===== config.mk =====
export PLATFORM = sky130hd
export DESIGN_NAME = tty_rx_flat
export DESIGN_NICKNAME = d
export VERILOG_FILES = /design/src/rtl/tty_rx_pkg.sv /design/src/rtl/tty_rx_if.sv /design/src/rtl/tty_rx_baud_tick.sv /design/src/rtl/tty_rx.sv /design/src/flat_wrapper.sv
export SDC_FILE = /design/constraint.sdc
export NUM_CORES = 1
export LEC_CHECK = 0
export CAP_MARGIN = 20
export CORE_MARGIN = 2
export CORE_UTILIZATION = 30
export CTS_CLUSTER_DIAMETER = 80
export CTS_CLUSTER_SIZE = 20
export DETAILED_ROUTE_END_ITERATION = 7
export PLACE_DENSITY = 0.49
export SLEW_MARGIN = 20
export SYNTH_ARGS = -nofsm -noshare
export SYNTH_HDL_FRONTEND = slang
export SYNTH_HIERARCHICAL = 1
export SYNTH_SLANG_ARGS = --single-unit

===== constraint.sdc =====
create_clock -name clk -period 1.65 [get_ports clk]
set_input_delay 0.4125 -clock clk [delete_from_list [all_inputs] [get_ports clk]]
set_output_delay 0.4125 -clock clk [all_outputs]
set_load 0.1 [all_outputs]

===== src/rtl/tty_rx_pkg.sv =====
// Shared definitions for the TTY serial receiver (and the matching transmitter).
package tty_rx_pkg;

    // Receiver FSM encoding.
    typedef enum logic [2:0] {
        StIdle  = 3'd0,
        StStart = 3'd1,
        StData  = 3'd2,
        StStop  = 3'd3,
        StBreak = 3'd4
    } rx_state_e;

    // Tick-count values within one bit period (16x oversampling).
    localparam logic [3:0] TickMid  = 4'd7;
    localparam logic [3:0] TickLast = 4'd15;

    localparam logic [2:0] LastDataBit = 3'd7;

    // Clocks per oversample tick, rounded to nearest.
    function automatic int unsigned calc_div(input int unsigned clk_hz,
                                             input int unsigned baud,
                                             input int unsigned oversample);
        return (clk_hz + (baud * oversample) / 2) / (baud * oversample);
    endfunction

endpackage


===== src/rtl/tty_rx_if.sv =====
// Keyboard-side signal bundle between the RxD pin, the receiver and the CPU IOT logic.
interface tty_rx_if;
    logic       rx;
    logic       rdStrobe;
    logic [7:0] data;
    logic       ready;
    logic       frameErr;
    logic       overrun;
    logic       busy;

    // CPU / line side: drives the pin and the read strobe.
    modport master (
        output rx,
        output rdStrobe,
        input  data,
        input  ready,
        input  frameErr,
        input  overrun,
        input  busy
    );

    // Receiver side.
    modport slave (
        input  rx,
        input  rdStrobe,
        output data,
        output ready,
        output frameErr,
        output overrun,
        output busy
    );
endinterface


===== src/rtl/tty_rx_baud_tick.sv =====
// Free-running prescaler emitting a one-cycle tick every DIV clocks, with sync clear.
module baud_tick
    import tty_rx_pkg::*;
#(
    parameter int unsigned DIV = 163
) (
    input  logic clk,
    input  logic nReset,
    input  logic clr,
    output logic tick
);

    localparam int unsigned CntW = (DIV > 1) ? $clog2(DIV) : 1;
    localparam logic [CntW-1:0] CntMax = CntW'(DIV - 1);

    logic [CntW-1:0] cnt_q, cnt_d;

    // Next count: clear wins, otherwise wrap at DIV-1.
    always_comb begin
        cnt_d = cnt_q;
        if (clr) begin
            cnt_d = '0;
        end else if (cnt_q == CntMax) begin
            cnt_d = '0;
        end else begin
            cnt_d = cnt_q + CntW'(1);
        end
    end

    // Prescaler register.
    always_ff @(posedge clk) begin
        if (!nReset) begin
            cnt_q <= '0;
        end else begin
            cnt_q <= cnt_d;
        end
    end

    assign tick = (cnt_q == CntMax);

endmodule


===== src/rtl/tty_rx.sv =====
// 8N1 async receiver with 16x oversampling and a single-character KL8E-style buffer.
module tty_rx
    import tty_rx_pkg::*;
#(
    parameter int unsigned CLK_HZ     = 25000000,
    parameter int unsigned BAUD       = 9600,
    parameter int unsigned OVERSAMPLE = 16
) (
    input logic    clk,
    input logic    nReset,
    tty_rx_if.slave bus
);

    localparam int unsigned DIV = calc_div(CLK_HZ, BAUD, OVERSAMPLE);

    logic       rx_meta_q, rx_s_q;
    rx_state_e  state_q, state_d;
    logic [3:0] tick_cnt_q, tick_cnt_d;
    logic [2:0] bit_idx_q, bit_idx_d;
    logic [7:0] shift_q, shift_d;
    logic       commit_q, commit_d;
    logic       stop_bit_q, stop_bit_d;
    logic [7:0] data_q, data_d;
    logic       ready_q, ready_d;
    logic       frame_err_q, frame_err_d;
    logic       overrun_q, overrun_d;
    logic       presc_clr;
    logic       tick;

    baud_tick #(
        .DIV (DIV)
    ) u_baud_tick (
        .clk    (clk),
        .nReset (nReset),
        .clr    (presc_clr),
        .tick   (tick)
    );

    // Two-flop synchroniser; resets to the idle (mark) level.
    always_ff @(posedge clk) begin
        if (!nReset) begin
            rx_meta_q <= 1'b1;
            rx_s_q    <= 1'b1;
        end else begin
            rx_meta_q <= bus.rx;
            rx_s_q    <= rx_meta_q;
        end
    end

    // Frame FSM next-state: start validation, data shifting, stop sampling, break wait.
    always_comb begin
        state_d    = state_q;
        tick_cnt_d = tick_cnt_q;
        bit_idx_d  = bit_idx_q;
        shift_d    = shift_q;
        commit_d   = 1'b0;
        stop_bit_d = stop_bit_q;
        presc_clr  = 1'b0;

        if (tick) begin
            tick_cnt_d = tick_cnt_q + 4'd1;
        end

        case (state_q)
            StIdle: begin
                tick_cnt_d = '0;
                if (!rx_s_q) begin
                    state_d   = StStart;
                    // Align tick phase to the detected falling edge.
                    presc_clr = 1'b1;
                end
            end
            StStart: begin
                if (tick && (tick_cnt_q == TickMid)) begin
                    tick_cnt_d = '0;
                    bit_idx_d  = '0;
                    state_d    = rx_s_q ? StIdle : StData;
                end
            end
            StData: begin
                if (tick && (tick_cnt_q == TickLast)) begin
                    shift_d = {rx_s_q, shift_q[7:1]};
                    if (bit_idx_q == LastDataBit) begin
                        state_d    = StStop;
                        tick_cnt_d = '0;
                    end else begin
                        bit_idx_d = bit_idx_q + 3'd1;
                    end
                end
            end
            StStop: begin
                if (tick && (tick_cnt_q == TickLast)) begin
                    stop_bit_d = rx_s_q;
                    commit_d   = 1'b1;
                    tick_cnt_d = '0;
                    state_d    = rx_s_q ? StIdle : StBreak;
                end
            end
            StBreak: begin
                // Held-low line must return to mark before a new start is accepted.
                tick_cnt_d = '0;
                if (rx_s_q) begin
                    state_d = StIdle;
                end
            end
            default: begin
                state_d    = StIdle;
                tick_cnt_d = '0;
            end
        endcase
    end

    // Frame FSM state and datapath registers.
    always_ff @(posedge clk) begin
        if (!nReset) begin
            state_q    <= StIdle;
            tick_cnt_q <= '0;
            bit_idx_q  <= '0;
            shift_q    <= '0;
            commit_q   <= 1'b0;
            stop_bit_q <= 1'b0;
        end else begin
            state_q    <= state_d;
            tick_cnt_q <= tick_cnt_d;
            bit_idx_q  <= bit_idx_d;
            shift_q    <= shift_d;
            commit_q   <= commit_d;
            stop_bit_q <= stop_bit_d;
        end
    end

    // Holding register and flags; a commit beats a simultaneous read strobe.
    always_comb begin
        data_d      = data_q;
        ready_d     = ready_q;
        frame_err_d = frame_err_q;
        overrun_d   = overrun_q;
        if (commit_q) begin
            data_d      = shift_q;
            ready_d     = 1'b1;
            frame_err_d = ~stop_bit_q;
            // A strobe in the commit cycle consumes the old character.
            overrun_d   = bus.rdStrobe ? 1'b0 : (overrun_q | ready_q);
        end else if (bus.rdStrobe && ready_q) begin
            ready_d     = 1'b0;
            frame_err_d = 1'b0;
            overrun_d   = 1'b0;
        end
    end

    // Output holding registers.
    always_ff @(posedge clk) begin
        if (!nReset) begin
            data_q      <= '0;
            ready_q     <= 1'b0;
            frame_err_q <= 1'b0;
            overrun_q   <= 1'b0;
        end else begin
            data_q      <= data_d;
            ready_q     <= ready_d;
            frame_err_q <= frame_err_d;
            overrun_q   <= overrun_d;
        end
    end

    assign bus.data     = data_q;
    assign bus.ready    = ready_q;
    assign bus.frameErr = frame_err_q;
    assign bus.overrun  = overrun_q;
    assign bus.busy     = (state_q != StIdle);

endmodule


===== src/flat_wrapper.sv =====
// flat-port wrapper written by rule: the top's interface ports become plain ports
module tty_rx_flat import tty_rx_pkg::*;
#(
    parameter int unsigned CLK_HZ     = 25000000,
    parameter int unsigned BAUD       = 9600,
    parameter int unsigned OVERSAMPLE = 16
)
  (clk, nReset, bus_rx, bus_rdStrobe, bus_data, bus_ready, bus_frameErr, bus_overrun, bus_busy);
  tty_rx_if bus_i ();
  input logic clk;
  input logic nReset;
  input wire logic [$bits(bus_i.rx)-1:0] bus_rx;
  input wire logic [$bits(bus_i.rdStrobe)-1:0] bus_rdStrobe;
  output wire logic [$bits(bus_i.data)-1:0] bus_data;
  output wire logic [$bits(bus_i.ready)-1:0] bus_ready;
  output wire logic [$bits(bus_i.frameErr)-1:0] bus_frameErr;
  output wire logic [$bits(bus_i.overrun)-1:0] bus_overrun;
  output wire logic [$bits(bus_i.busy)-1:0] bus_busy;
  assign bus_i.rx = bus_rx;
  assign bus_i.rdStrobe = bus_rdStrobe;
  assign bus_data = bus_i.data;
  assign bus_ready = bus_i.ready;
  assign bus_frameErr = bus_i.frameErr;
  assign bus_overrun = bus_i.overrun;
  assign bus_busy = bus_i.busy;
  tty_rx #(.CLK_HZ(CLK_HZ), .BAUD(BAUD), .OVERSAMPLE(OVERSAMPLE)) u_core (.clk(clk), .nReset(nReset), .bus(bus_i));
endmodule

==> impl_metrics.json, run 1 <==
{
  "status": "finished, final reports clean",
  "dr_total_vias": 1421,
  "synth_area_leaders": "dfxtp_1, mux2i_1, nand3_1",
  "fin_skew_ns": 0.007208,
  "ys_types": 43,
  "clockRootBuffer": "clkbuf_8",
  "fin_crit_sh_pct": 98.65,
  "synth_top_area_share_pct": 44.12,
  "ys_ff_latch": 41,
  "clock_path_buffers": 2,
  "wl_per_cell_microns": 12.24,
  "finalWirelength_mm": 3.672,
  "drtPass1Iterations": 4,
  "slew_headroom_pct": 66.40,
  "fmaxAchievable_mhz": 614.4,
  "grt-ovfl-total": 0,
  "worst_setup_path_end_kind": "output pin",
  "hold_class": "reg2reg",
  "syn_area_sq_um": 1861,
  "async_reset_ff_share_pct": 0,
  "die_h_microns": 82.75,
  "finalHoldViolCount": 0,
  "clk_pin_slew_ns": 0.08,
  "synth.avg_cell_area_sq_um": 9.792,
  "final.min_clock_period_ns": 1.628,
  "endpoint": "bus_busy",
  "ir_drop_mv": 0.3641,
  "worst_setup_path_start_kind": "flop",
  "yosysWarnings": 6,
  "post-synth-top-area-cell": "dfxtp_1",
  "rows": 28,
  "fin_ws_ns": 0.02227,
  "post-synth-top-count-cell": "dfxtp_1",
  "place_inst": 289,
  "synth-edff-count": 0,
  "r2r_start": "u_core/bit_idx_q[0]",
  "synthFlopType": "dfxtp_1",
  "grt_max_degree": 32,
  "syn_inst": 190,
  "die_x_microns": 82.75,
  "startpoint": "u_core/state_q[0]",
  "grt_pass1_wl_mm": 6.223,
  "max_cap_violations": 0,
  "leakagePower_nw": 0.9016,
  "place_congestion": 0.7123,
  "cp_data_arrival_time_ns": 1.22,
  "num_io_pins": 16,
  "clock_latency_ns": 0.30,
  "place_area_sq_um": 2361,
  "finalInstanceArea_sq_um": 2536,
  "drtAntennaViolNets": 0,
  "layout-drive-gt1-share_pct": 28.44,
  "grt_pass1_vias": 1256,
  "worst_slew_pin_slew_ns": 0.5023,
  "slew_violations": 0,
  "ys_top_cells_by_count": "dfxtp_1, nand3_1, o21ai_0",
  "power_w": 0.001870,
  "numCtsBuffers": 5,
  "antenna_cells": 0,
  "viasPerCell": 4.737,
  "core_area_sq_um": 5956,
  "hold-path-cell-count": 1,
  "hpwlAfterDp_mm": 2.577,
  "antenna_found_initial": 0,
  "cts.htree.levels": 2,
  "hold-worst-slack_ns": 0.4298,
  "reg2reg_depth": 5,
  "nNetsFinal": 233,
  "cp_data_required_time_ns": 1.24,
  "setup_viol": 0,
  "layoutNonFillerInstCount": 300,
  "synth_nets": 199,
  "pre_cts_slack_ns": -0.1149,
  "synthToLayoutAreaGrowth_pct": 36.31,
  "cts_tree": "done",
  "port_buffers": 15,
  "rsz0062_at_grt": "true",
  "die_area_sq_um": 6848,
  "yosysSeqAreaShare_pct": 44.12,
  "power.density_nw_per_um2": 737.5,
  "drt_iter0_drc": 67,
  "r2r-end": "u_core/bit_idx_q[1]",
  "critPathMaxFanout": 3,
  "worst-setup-path-type": "reg2out",
  "ff2ff_setup_slack_ns": 0.03,
  "initial_utilization_pct": 31.24,
  "cts.sinks": 41,
  "drc": 0,
  "gr-usage-all-layers_pct": 12.23
}
==> layer usage <==
layer,track usage (%),up-vias,part of all wire [%]
met5,0,-,0
met2,17.34,21,45
met4,5.902,0,2.5
met1,16.87,650,49
met3,3.587,7,3.5
li1,-,743,-
==> worst min-delay path by stage <==
stage / start / to
after floorplan: u_core/rx_meta_q / u_core/rx_s_q
after global placement: u_core/rx_meta_q / u_core/rx_s_q
after detailed placement: u_core/rx_meta_q / u_core/rx_s_q
after CTS: u_core/rx_meta_q / u_core/rx_s_q
after global routing: u_core/rx_meta_q / u_core/rx_s_q
final: u_core/rx_meta_q / u_core/rx_s_q
==> power by group <==
group | internal, W | switching [W] | leakage, nW
Combinational | 0.0000599 | 0.0000600 | 0.513
Sequential | 0.000997 | 0.00000717 | 0.334
Clock | 0.000386 | 0.000360 | 0.0549
Total | 0.00144 | 0.000427 | 0.902
==> cell families after synthesis <==
logic type,share of synthesized area (%)
compound gates,15.94
xor+xnor,3.295
fa+ha+maj,3.362
buf+inv,4.842
flops,44.12
mux,6.456
simple gates,21.99
==> sequential cells by signal (all words and copies together), names as in the netlist, 3 cells and up <==
signal and count:
u_core/tick_cnt_q 4, u_core/shift_q 8, u_core/bit_idx_q 3, u_core/u_baud_tick/cnt_q 8, u_core/bus.data 8, u_core/state_q 3
==> per-stage QoR <==
step / TNS (ns) / util [%]
5_1_grt: -1.330 / 42.58
3_5_place_dp: -1.195 / 39.64
2_1_floorplan: -0.3403 / -
3_3_place_gp: -0.6200 / 39.64
4_1_cts: -0.01198 / 42.27
6_report: 0 / 42.58
==> area by class of cell <==
type,count,area [sq um]
Clock inverter,1,8.758
Tap cell,75,93.84
Sequential cell,41,832.0
Inverter,5,18.77
Fill cell,603,3420
Clock buffer,7,96.34
Timing Repair Buffer,40,478.0
Multi-Input combinational cell,131,1008
==> timing repair <==
action                     in CTS  in global routing
setup buffers                   2                  1
hold buffers                    0                  0
pin swaps                       4                  2
resized for setup              10                  8
setup endpoints to repair      20                 21
==> layout by cell type (no fill, tap or decap), types with 2 or more instances in the layout <==
cell type,count
o21ai_0,12
inv_1,4
a21boi_0,5
a211oi_1,3
clkdlybuf4s50_1,3
xor2_1,4
clkbuf_8,7
mux2i_1,12
or3_1,3
dfxtp_4,2
xnor2_1,3
a21boi_1,4
o211a_1,2
nand2b_1,4
dfxtp_2,3
nand2_1,6
ha_1,4
dfxtp_1,36
nor2b_1,12
nand3_1,13
a21oi_1,4
nor2_1,7
buf_4,22
buf_12,13
nand4_1,4
nor3b_1,2
buf_6,2
nand3b_1,2
==> worst max-delay path, cell delays in order (launching register included) <==
cell and delay, ns:
dfxtp_4 0.35, or3_4 0.40, buf_12 0.18
No activity file was read; power rests on OpenSTA's default activity.
==> run 2, diff against run 1 <==
CTS_CLUSTER_DIAMETER = 150   (was 80)
==> results of run 2 <==
No change in the layout: final DEF, timing and power equal those of run 1.
